File: src/rtl/bemicro_cv_sysid_pkg.sv
// Shared constants for the extended system-ID slave: register map, CTRL bit
// positions, block revision and the byte-lane merge helper.
package bemicro_cv_sysid_pkg;

    localparam logic [2:0] ADDR_ID        = 3'd0;
    localparam logic [2:0] ADDR_TIMESTAMP = 3'd1;
    localparam logic [2:0] ADDR_UPTIME_LO = 3'd2;
    localparam logic [2:0] ADDR_UPTIME_HI = 3'd3;
    localparam logic [2:0] ADDR_SCRATCH0  = 3'd4;
    localparam logic [2:0] ADDR_SCRATCH1  = 3'd5;
    localparam logic [2:0] ADDR_CTRL      = 3'd6;
    localparam logic [2:0] ADDR_CAPS      = 3'd7;

    localparam int CTRL_FREEZE_BIT  = 0;
    localparam int CTRL_CLEAR_BIT   = 1;
    localparam int CTRL_WRAPPED_BIT = 8;

    localparam logic [7:0] REVISION = 8'h01;

    // Replace only the byte lanes whose enable is set.
    function automatic logic [31:0] be_merge(input logic [31:0] old_v,
                                             input logic [31:0] new_v,
                                             input logic [3:0]  be);
        logic [31:0] res;
        res = old_v;
        for (int lane = 0; lane < 4; lane++) begin
            if (be[lane]) begin
                res[lane*8 +: 8] = new_v[lane*8 +: 8];
            end
        end
        return res;
    endfunction

endpackage

File: src/rtl/bemicro_cv_sysid_uptime.sv
// Prescaled free-running uptime counter with freeze/clear control, wrap
// detection and a high-word snapshot taken alongside each low-word read.
module bemicro_cv_sysid_uptime #(
    parameter int unsigned CNT_W    = 64,
    parameter int unsigned PRESCALE = 1
) (
    input  logic        clock,
    input  logic        reset,
    input  logic        freeze,
    input  logic        clear,
    input  logic        capture,
    output logic [31:0] cnt_lo,
    output logic [31:0] snap_hi,
    output logic        wrap_pulse
);

    localparam int PS_W = (PRESCALE > 1) ? $clog2(PRESCALE) : 1;
    localparam logic [PS_W-1:0] PS_TERM = PS_W'(PRESCALE - 1);

    logic [PS_W-1:0]  presc_q, presc_d;
    logic [CNT_W-1:0] cnt_q, cnt_d;
    logic [31:0]      snap_hi_q, snap_hi_d;
    logic [63:0]      cnt_ext;

    assign cnt_ext = 64'(cnt_q);
    assign cnt_lo  = cnt_ext[31:0];
    assign snap_hi = snap_hi_q;

    // Next count/prescaler: clear beats freeze beats increment; the snapshot
    // takes the high part of the same count value the low read returns.
    always_comb begin
        presc_d    = presc_q;
        cnt_d      = cnt_q;
        wrap_pulse = 1'b0;
        snap_hi_d  = capture ? cnt_ext[63:32] : snap_hi_q;
        if (clear) begin
            presc_d = '0;
            cnt_d   = '0;
        end else if (!freeze) begin
            if (presc_q == PS_TERM) begin
                presc_d    = '0;
                cnt_d      = cnt_q + CNT_W'(1);
                wrap_pulse = &cnt_q;
            end else begin
                presc_d = presc_q + PS_W'(1);
            end
        end
    end

    // Counter, prescaler and snapshot registers.
    always_ff @(posedge clock) begin
        if (reset) begin
            presc_q   <= '0;
            cnt_q     <= '0;
            snap_hi_q <= '0;
        end else begin
            presc_q   <= presc_d;
            cnt_q     <= cnt_d;
            snap_hi_q <= snap_hi_d;
        end
    end

endmodule

File: src/rtl/bemicro_cv_sysid_ext.sv
// Avalon-MM system-identification slave: ID/timestamp words, uptime counter,
// scratch registers, CTRL/CAPS and a fixed-latency read response pipeline.
module bemicro_cv_sysid_ext
    import bemicro_cv_sysid_pkg::*;
#(
    parameter logic [31:0] ID_VALUE     = 32'h8765_4321,
    parameter logic [31:0] TIMESTAMP    = 32'h5451_990A,
    parameter int unsigned CNT_W        = 64,
    parameter int unsigned PRESCALE     = 1,
    parameter int unsigned READ_LATENCY = 1
) (
    input  logic        clock,
    input  logic        reset,
    input  logic [2:0]  address,
    input  logic        read,
    input  logic        write,
    input  logic [31:0] writedata,
    input  logic [3:0]  byteenable,
    output logic [31:0] readdata,
    output logic        readdatavalid
);

    localparam logic [31:0] CAPS_VALUE = {REVISION, 16'(PRESCALE - 1),
                                          6'(CNT_W - 1), 2'(READ_LATENCY)};

    logic [31:0] scratch0_q, scratch0_d;
    logic [31:0] scratch1_q, scratch1_d;
    logic        freeze_q, freeze_d;
    logic        wrapped_q, wrapped_d;
    logic        wr_ctrl, clear_pulse, wrap_pulse;
    logic [31:0] cnt_lo, snap_hi, ctrl_rd, rd_mux;

    bemicro_cv_sysid_uptime #(
        .CNT_W   (CNT_W),
        .PRESCALE(PRESCALE)
    ) u_uptime (
        .clock     (clock),
        .reset     (reset),
        .freeze    (freeze_q),
        .clear     (clear_pulse),
        .capture   (read && (address == ADDR_UPTIME_LO)),
        .cnt_lo    (cnt_lo),
        .snap_hi   (snap_hi),
        .wrap_pulse(wrap_pulse)
    );

    // Read mux over pre-edge state, so a same-cycle write is not visible.
    always_comb begin
        ctrl_rd                   = '0;
        ctrl_rd[CTRL_FREEZE_BIT]  = freeze_q;
        ctrl_rd[CTRL_WRAPPED_BIT] = wrapped_q;
        case (address)
            ADDR_ID:        rd_mux = ID_VALUE;
            ADDR_TIMESTAMP: rd_mux = TIMESTAMP;
            ADDR_UPTIME_LO: rd_mux = cnt_lo;
            ADDR_UPTIME_HI: rd_mux = snap_hi;
            ADDR_SCRATCH0:  rd_mux = scratch0_q;
            ADDR_SCRATCH1:  rd_mux = scratch1_q;
            ADDR_CTRL:      rd_mux = ctrl_rd;
            ADDR_CAPS:      rd_mux = CAPS_VALUE;
            default:        rd_mux = '0;
        endcase
    end

    // Write decode; a wrap in the same edge outranks clearing WRAPPED.
    always_comb begin
        scratch0_d  = scratch0_q;
        scratch1_d  = scratch1_q;
        wr_ctrl     = write && (address == ADDR_CTRL);
        clear_pulse = wr_ctrl && byteenable[0] && writedata[CTRL_CLEAR_BIT];
        freeze_d    = (wr_ctrl && byteenable[0]) ? writedata[CTRL_FREEZE_BIT] : freeze_q;
        wrapped_d   = wrapped_q;
        if (write && (address == ADDR_SCRATCH0)) begin
            scratch0_d = be_merge(scratch0_q, writedata, byteenable);
        end
        if (write && (address == ADDR_SCRATCH1)) begin
            scratch1_d = be_merge(scratch1_q, writedata, byteenable);
        end
        if (wrap_pulse) begin
            wrapped_d = 1'b1;
        end else if (wr_ctrl && byteenable[1] && writedata[CTRL_WRAPPED_BIT]) begin
            wrapped_d = 1'b0;
        end
    end

    // Software-visible register state.
    always_ff @(posedge clock) begin
        if (reset) begin
            scratch0_q <= '0;
            scratch1_q <= '0;
            freeze_q   <= 1'b0;
            wrapped_q  <= 1'b0;
        end else begin
            scratch0_q <= scratch0_d;
            scratch1_q <= scratch1_d;
            freeze_q   <= freeze_d;
            wrapped_q  <= wrapped_d;
        end
    end

    logic [READ_LATENCY:0]       chain_vld;
    logic [READ_LATENCY:0][31:0] chain_data;

    assign chain_vld[0]  = read;
    assign chain_data[0] = rd_mux;

    for (genvar i = 0; i < READ_LATENCY; i++) begin : g_stage
        logic        vld_q, vld_d;
        logic [31:0] data_q, data_d;

        // Stage data only advances with a valid so the output holds its last value.
        always_comb begin
            vld_d  = chain_vld[i];
            data_d = chain_vld[i] ? chain_data[i] : data_q;
        end

        // Response stage register; reset flushes any read in flight.
        always_ff @(posedge clock) begin
            if (reset) begin
                vld_q  <= 1'b0;
                data_q <= '0;
            end else begin
                vld_q  <= vld_d;
                data_q <= data_d;
            end
        end

        assign chain_vld[i+1]  = vld_q;
        assign chain_data[i+1] = data_q;
    end

    assign readdatavalid = chain_vld[READ_LATENCY];
    assign readdata      = chain_data[READ_LATENCY];

endmodule
File: config.mk
export PLATFORM = sky130hd
export DESIGN_NAME = bemicro_cv_sysid_ext
export DESIGN_NICKNAME = d
export VERILOG_FILES = /design/src/rtl/bemicro_cv_sysid_pkg.sv /design/src/rtl/bemicro_cv_sysid_uptime.sv /design/src/rtl/bemicro_cv_sysid_ext.sv
export SDC_FILE = /design/constraint.sdc
export NUM_CORES = 1
export LEC_CHECK = 0
export CAP_MARGIN = 15
export CORE_ASPECT_RATIO = 0.7
export CORE_MARGIN = 10
export CORE_UTILIZATION = 40
export DETAILED_ROUTE_END_ITERATION = 7
export MAX_ROUTING_LAYER = met4
export PLACE_DENSITY = 0.7
export SLEW_MARGIN = 20
export SYNTH_ARGS = -nofsm -noshare
export SYNTH_HDL_FRONTEND = slang
export SYNTH_SLANG_ARGS = --single-unit
File: constraint.sdc
create_clock -name clock -period 2.4 [get_ports clock]
set_input_delay 0.72 -clock clock [delete_from_list [all_inputs] [get_ports clock]]
set_output_delay 0.72 -clock clock [all_outputs]
set_load 0.005 [all_outputs]
==> summary.md, run 1 <==
| Metric | Value |
|---|---|
| DR DRC count | 0 |
| Pre-CTS WS | -0.388 ns |
| First-pass GRT wire length | 45.2 mm |
| F_max | 431 MHz |
| Htree depth | 4 |
| # IOs | 76 |
| WL/cell | 19.3 um |
| Final worst setup slack | 0.0783 ns |
| Setup violations, final | 0 |
| Worst reg2reg path startpoint | freeze_q |
| Post-Place Cell Area | 10700 um^2 |
| CTS tree | done |
| Antenna Cells | 0 |
| Max layer used | met4 |
| CP peak stage delay | 0.41 ns |
| Tmin final | 2.32 ns |
| All-Layer GR Usage | 20.8% |
| DR vias | 8547 |
| Cell Chain, Critical Path | buf_4 -> nand4b_1 -> nor4_1 -> nand2b_1 -> nor4b_1 -> mux2i_1 |
| Worst endpoint required time | 2.79 ns |
| Crit share post-route | 96.7% |
| I/O Buffers | 75 |
| WHS | 0.458 ns |
| R2r endpoint | u_uptime.cnt_ext[43] |
| Met2 wire len | 12.0 mm |
| Outcome | completed |
| CP max FO | 11 |
| Reg2Reg Depth | 6 |
| DRT met1 WL | 13.8 mm |
| Worst hold path endpoint | u_uptime.snap_hi[12] |
| LEAKAGE | 4.16 nW |
| Core area | 21600 um^2 |
| CTS sink count | 195 |
| Post-route cell area | 11300 um^2 |
| Vias in the first global route | 7950 |
| Flops & latches, synth | 195 |
| PnR Total Power | 0.00678 W |
| Final Max Slew Viols | 0 |
| Syn_area_per_cell | 8.36 um^2 |
| Cell count after synthesis | 1051 |
| Sequential share of the synthesized area | 44.4% |
| Synth warnings | 0 |
| Final #Nets | 1245 |
| Die height | 144 um |
| Area Growth Syn to Fin | 28.4% |
| Clk pin slew, worst setup/hold paths | 0.08 ns |
| Setup tns final | 0 ns |
| Distinct cells, synth | 56 |
| Longest Clk Path Bufs | 2 |
| Post-Syn Area | 8790 um^2 |
| Starting Density | 40.7% |
| Final wirelength | 28.9 mm |
| Grt ovf | 0 |
| Die ar. | 28400 um^2 |
| Routed Antenna Nets | 0 |
| Final Hold Viols | 0 |
| Setup crit end kind | flip-flop |
| First-pass detailed-route iteration total | 5 |
| Crit Path Category | reg2reg |
| Crit-path slowest cell | nor4_1 |
| Worst reg2reg setup slack | 0.08 ns |
| Largest net degree at the start of global routing | 92 |
| Power density over cell area | 601 nW/um^2 |
| IR Drop Worst-Case VDD | 487 uV |
| DR iter-0 viols | 1006 |
| Top FF cell, synth | dfxtp_1 |
| Slew headroom | 56.9% |
| Clk_lat worst skew | 0.45 ns |
| Worst hold stages | 2 |
| RSZ-0062 raised after global routing | no |
| Max-cap violations | 0 |
| Synth top area cells | dfxtp_1 44%, mux2i_1 8.7%, nor2_1 6.6% |
| RD Place Congestion | 0.940 |
| Syn_nets | 1095 |
| Post-DP HPWL | 21.3 mm |
| Layout cells sized above 1 | 14.6% |
| CTS buffer count | 17 |
| Crit path arrival time | 2.71 ns |
| Rows | 45 |
| Die width | 197 um |
| Top-area cell type share of the netlist area | 44.4% |
| Setup crit start kind | flip-flop |
| Vias per inst | 5.71 |
| Met3 WL | 2.70 mm |
| Cell taking the most area after synthesis | dfxtp_1 |
| Hold_sp | u_uptime.snap_hi[12] |
| Worst Skew | 0.0120 ns |
| Hold Path Class | reg2reg |
| Slew @ Worst Pin | 0.638 ns |
| EDFF count, synth | 0 |
| Async S/R FF share, synth | 0% |
| Root Driver | clkbuf_16 |
| Initial antenna violation count | 0 |
registers in the layout (all words and copies together), names as in the netlist:
signal,cells
wrapped_q,1
readdatavalid,1
u_uptime.cnt_ext,64
scratch0_q,32
u_uptime.snap_hi,32
readdata,32
scratch1_q,32
freeze_q,1
stage by stage:
stage / cells / utilization, %
after floorplan: 1051 / -
after global placement: 1463 / 49.4
after detailed placement: 1463 / 49.4
after CTS: 1495 / 52.1
after global routing: 1496 / 52.2
final: 1496 / 52.2
report_power, final:
group	internal, W	switching (W)
clock	0.00158	0.00132
combinational	0.000266	0.000306
sequential	0.00328	0.0000299
critical path, delay by kind of cell (launching register included):
kind | cells | cell delay [ns]
flip-flops | 1 | 0.36
AND/OR/NAND/NOR | 4 | 1.46
multiplexers | 1 | 0.21
buffers and inverters | 1 | 0.22
cell usage in the layout, fill, tap and decap left out, types with 18 or more instances in the layout:
cell             netlist  routed
dfxtp_1              195     194
nor2_1               154     154
nand2_1              116     116
buf_4                  0     109
a21oi_1               93      93
mux2i_1               76      76
clkdlybuf4s50_1        0      72
nand3_1               37      37
o21ai_0               35      35
nand4_1               27      27
or3_1                 19      19
nor2b_1               20      18
inv_1                 18      18
xor2_1                18      18
how the worst max path moves through the flow:
stage / start / endpoint / slack [ns]
after global placement: address[2] / readdata[14] / -0.40
after global routing: u_uptime.cnt_ext[47] / u_uptime.cnt_ext[60] / 0.001
after floorplan: u_uptime.cnt_ext[11] / u_uptime.cnt_ext[63] / 0.12
after detailed placement: address[2] / readdata[14] / -0.39
final: freeze_q / u_uptime.cnt_ext[43] / 0.08
after CTS: address[2] / readdata[14] / 0.05
kinds of logic after synthesis:
family	synth area share [%]
AO/OA/AOI/OAI	14.5
XOR/XNOR	3.19
adder cells (fa/ha/maj)	0.142
buffers and inverters	3.50
flip-flops	44.4
multiplexers	8.78
AND/OR/NAND/NOR	25.4
cell usage after synthesis, types with 2 or more instances:
cell,n
a22oi_1,15
nor3_2,3
or4_1,7
a211oi_1,7
clkbuf_1,59
nand2_1,116
or4_4,3
o21a_1,2
nor2_1,154
inv_1,18
nand4_4,2
nand4_1,27
a22o_1,4
and2_1,6
o31ai_1,4
a311oi_1,3
xor2_1,18
a21o_1,2
and4_1,3
or2_2,3
o21ai_0,35
nand4b_1,4
buf_1,4
a221oi_1,14
xnor2_1,14
a32oi_1,5
nor4_1,18
dfxtp_1,195
or3_1,19
nor2b_1,20
a31o_2,4
o311ai_0,3
o22ai_1,4
nor3_1,9
nand2b_1,16
nand3_1,37
a221o_1,4
mux2i_1,76
and3_1,5
a21oi_1,93
layout make-up:
| class | instances | area (um^2) |
|---|---|---|
| Clock buffer | 19 | 443 |
| Clock inverter | 13 | 148 |
| Fill cell | 2014 | 10300 |
| Inverter | 19 | 71.3 |
| Multi-Input combinational cell | 774 | 4600 |
| Sequential cell | 195 | 3910 |
| Tap cell | 282 | 353 |
| Timing Repair Buffer | 194 | 1770 |
repair_timing:
| action | 4_1_cts | 5_1_grt |
|---|---|---|
| endpoints found under the setup margin | 0 | 6 |
| hold buffers | 0 | 0 |
| gates resized for setup | 0 | 4 |
| buffers inserted | 0 | 1 |
layer usage:
metal	global-route usage, %	up-vias
met4	4.72	0
li1	-	4038
met5	-	-
met1	29.3	4086
met3	5.52	30
met2	28.9	393
(Power assumes the default switching activity.)
==> run 2, diff against run 1 <==
--- a/config.mk
+++ b/config.mk
@@ -7,7 +7,6 @@
 export LEC_CHECK = 0
 export CAP_MARGIN = 15
 export CORE_ASPECT_RATIO = 0.7
-export CORE_MARGIN = 10
 export CORE_UTILIZATION = 40
 export DETAILED_ROUTE_END_ITERATION = 7
 export MAX_ROUTING_LAYER = met4
==> summary.md, run 2 (same netlist as run 1, synthesis figures left out) <==
| Metric | Value |
|---|---|
| Outcome | finished with violations |
| Failing checks | design-rule violations |
| NetSw | 0.00169 W |
| Worst reg2reg path startpoint | u_uptime.cnt_ext[18] |
| Sw Ratio | 24.2% |
| Max reg flops | 64 |
| Worst reg2reg setup slack | 0.05 ns |
| IR Drop Worst-Case VDD | 456 uV |
| Initial antenna violation count | 1 |
| Sequential power share | 47.6% |
| Most frequent cells in the layout | 194 x dfxtp_1, 154 x nor2_1, 118 x buf_4 |
| Antenna Cells | 0 |
| Grt ovf | 0 |
| All-Layer GR Usage | 26.4% |
| Final wirelength | 28.4 mm |
| RD Place Congestion | 1.01 |
| Root Driver | clkbuf_16 |
| Reg2Reg Depth | 6 |
| Final worst setup slack | 0.0493 ns |
| Routed Antenna Nets | 0 |
| Crit path arrival time | 2.69 ns |
| Worst endpoint required time | 2.74 ns |
| Most common cell after layout, fill and taps aside | dfxtp_1 |
| Slew headroom | 53.9% |
| Tmin final | 2.35 ns |
| First-pass detailed-route iteration total | 7 |
| Crit path from | u_uptime.cnt_ext[18] |
| Die width | 179 um |
| DR vias | 8501 |
| Crit Path Category | reg2reg |
| Max-cap violations | 0 |
| Clk pin slew, worst setup/hold paths | 0.08 ns |
| F_max | 425 MHz |
| Setup violations, final | 0 |
| Post-DP HPWL | 20.9 mm |
| CTS sink count | 195 |
| Rows | 44 |
| I/O Buffers | 75 |
| RSZ-0062 raised after global routing | no |
| Pre-CTS WS | -0.167 ns |
| Starting Density | 41.6% |
| WHS | 0.460 ns |
| Worst Skew | 0.0101 ns |
| Vias per inst | 5.66 |
| Final Hold Viols | 0 |
| Die ar. | 22600 um^2 |
| Comb pwr share | 8.3% |
| Final Max Slew Viols | 0 |
| Vias in the first global route | 7882 |
| Clk_lat worst skew | 0.44 ns |
| First-pass GRT wire length | 44.5 mm |
| Clk pwr share | 44.1% |
| Largest net degree at the start of global routing | 66 |
| R2r endpoint | u_uptime.cnt_ext[63] |
| Critical Path End | u_uptime.cnt_ext[63] |
| Multi-input logic area | 4610 um^2 |
| # IOs | 76 |
| DR DRC count | 16 |
| Internal power | 0.00528 W |
| LEAKAGE | 4.26 nW |
| Hold Buf Count CTS | 0 |
| Fillers | 1944 |
| Crit share post-route | 97.9% |
| Setup tns final | 0 ns |
| Core area | 21100 um^2 |
| Setup crit end kind | flip-flop |
| Register area | 3910 um^2 |
| CP max FO | 2 |
| CTS tree | done |
| Setup crit start kind | flip-flop |
| Post-route cell area | 11400 um^2 |
| Layout cells sized above 1 | 15.4% |
| WL/cell | 18.9 um |
| Longest Clk Path Bufs | 2 |
| Htree depth | 4 |
| CTS buffer count | 17 |
| Die height | 126 um |
| Power density over cell area | 609 nW/um^2 |
| Area Growth Syn to Fin | 30.1% |
| Hold Path Class | reg2reg |
| DR iter-0 viols | 1024 |
| Final #Nets | 1256 |
| Slew @ Worst Pin | 0.692 ns |
| Post-Place Cell Area | 10800 um^2 |
[run 2: cell count changes in the layout (fill, tap and decap cells not counted), sizes merged]
cell / delta
buf: +11
clkbuf: +1
clkinvlp: -2
bufinv: +1
[run 2: power by group through the flow]
stage | clock network (W) | registers [W] | logic [W]
3_3_place_gp | 0 | 0.00338 | 0.000564
6_report | 0.00307 | 0.00331 | 0.000580
4_1_cts | 0.00308 | 0.00331 | 0.000575
3_5_place_dp | 0 | 0.00339 | 0.000571
2_1_floorplan | 0 | 0.00338 | 0.000254
5_1_grt | 0.00323 | 0.00332 | 0.000626
[run 2: worst max-delay path, stage by stage, from the launching register on]
cell     delay, ns
dfxtp_1       0.40
nand4_4       0.13
or4_4         0.51
or4_4         0.47
nor4b_4       0.26
buf_4         0.15
mux2_2        0.32
[run 2: what timing repair did]
item                       CTS  global route
setup endpoints to repair    0             5
resized for setup            0             4
buffers inserted             0             0
[run 2: final cells by class]
type	count	area share (%)
Multi-Input combinational cell	774	40.3
Sequential cell	195	34.1
Timing Repair Buffer	205	16.4
Clock buffer	20	3.99
Tap cell	276	3.02
Clock inverter	12	1.48
Inverter	19	0.624
[run 2: per-stage QoR]
step / total power [W] / instances / util, %
final: 0.00696 / 1501 / 54.1
after global routing: 0.00717 / 1501 / 54.1
after CTS: 0.00697 / 1501 / 54.0
after detailed placement: 0.00396 / 1469 / 51.0
after global placement: 0.00395 / 1469 / 51.0
after floorplan: 0.00364 / 1051 / -
[run 2: metal layers]
metal	routed length (um)	part of all wire [%]	vias up	track usage, %
met5	0	0	-	-
met4	242	0.85	0	5.14
met3	2520	8.9	23	4.53
met2	11900	42	351	37.0
met1	13800	48	4069	39.4
li1	-	-	4058	-
[run 2: worst min-delay path by stage]
| stage | start | endpoint | slack (ns) | cells past startpoint |
|---|---|---|---|---|
| 6_report | u_uptime.snap_hi[2] | u_uptime.snap_hi[2] | 0.46 | 2 |
| 5_1_grt | u_uptime.snap_hi[8] | u_uptime.snap_hi[8] | 0.49 | 2 |
| 4_1_cts | u_uptime.snap_hi[2] | u_uptime.snap_hi[2] | 0.46 | 2 |
| 3_5_place_dp | u_uptime.snap_hi[2] | u_uptime.snap_hi[2] | 0.45 | 2 |
| 3_3_place_gp | u_uptime.snap_hi[2] | u_uptime.snap_hi[2] | 0.44 | 2 |
| 2_1_floorplan | u_uptime.snap_hi[2] | u_uptime.snap_hi[2] | 0.43 | 2 |
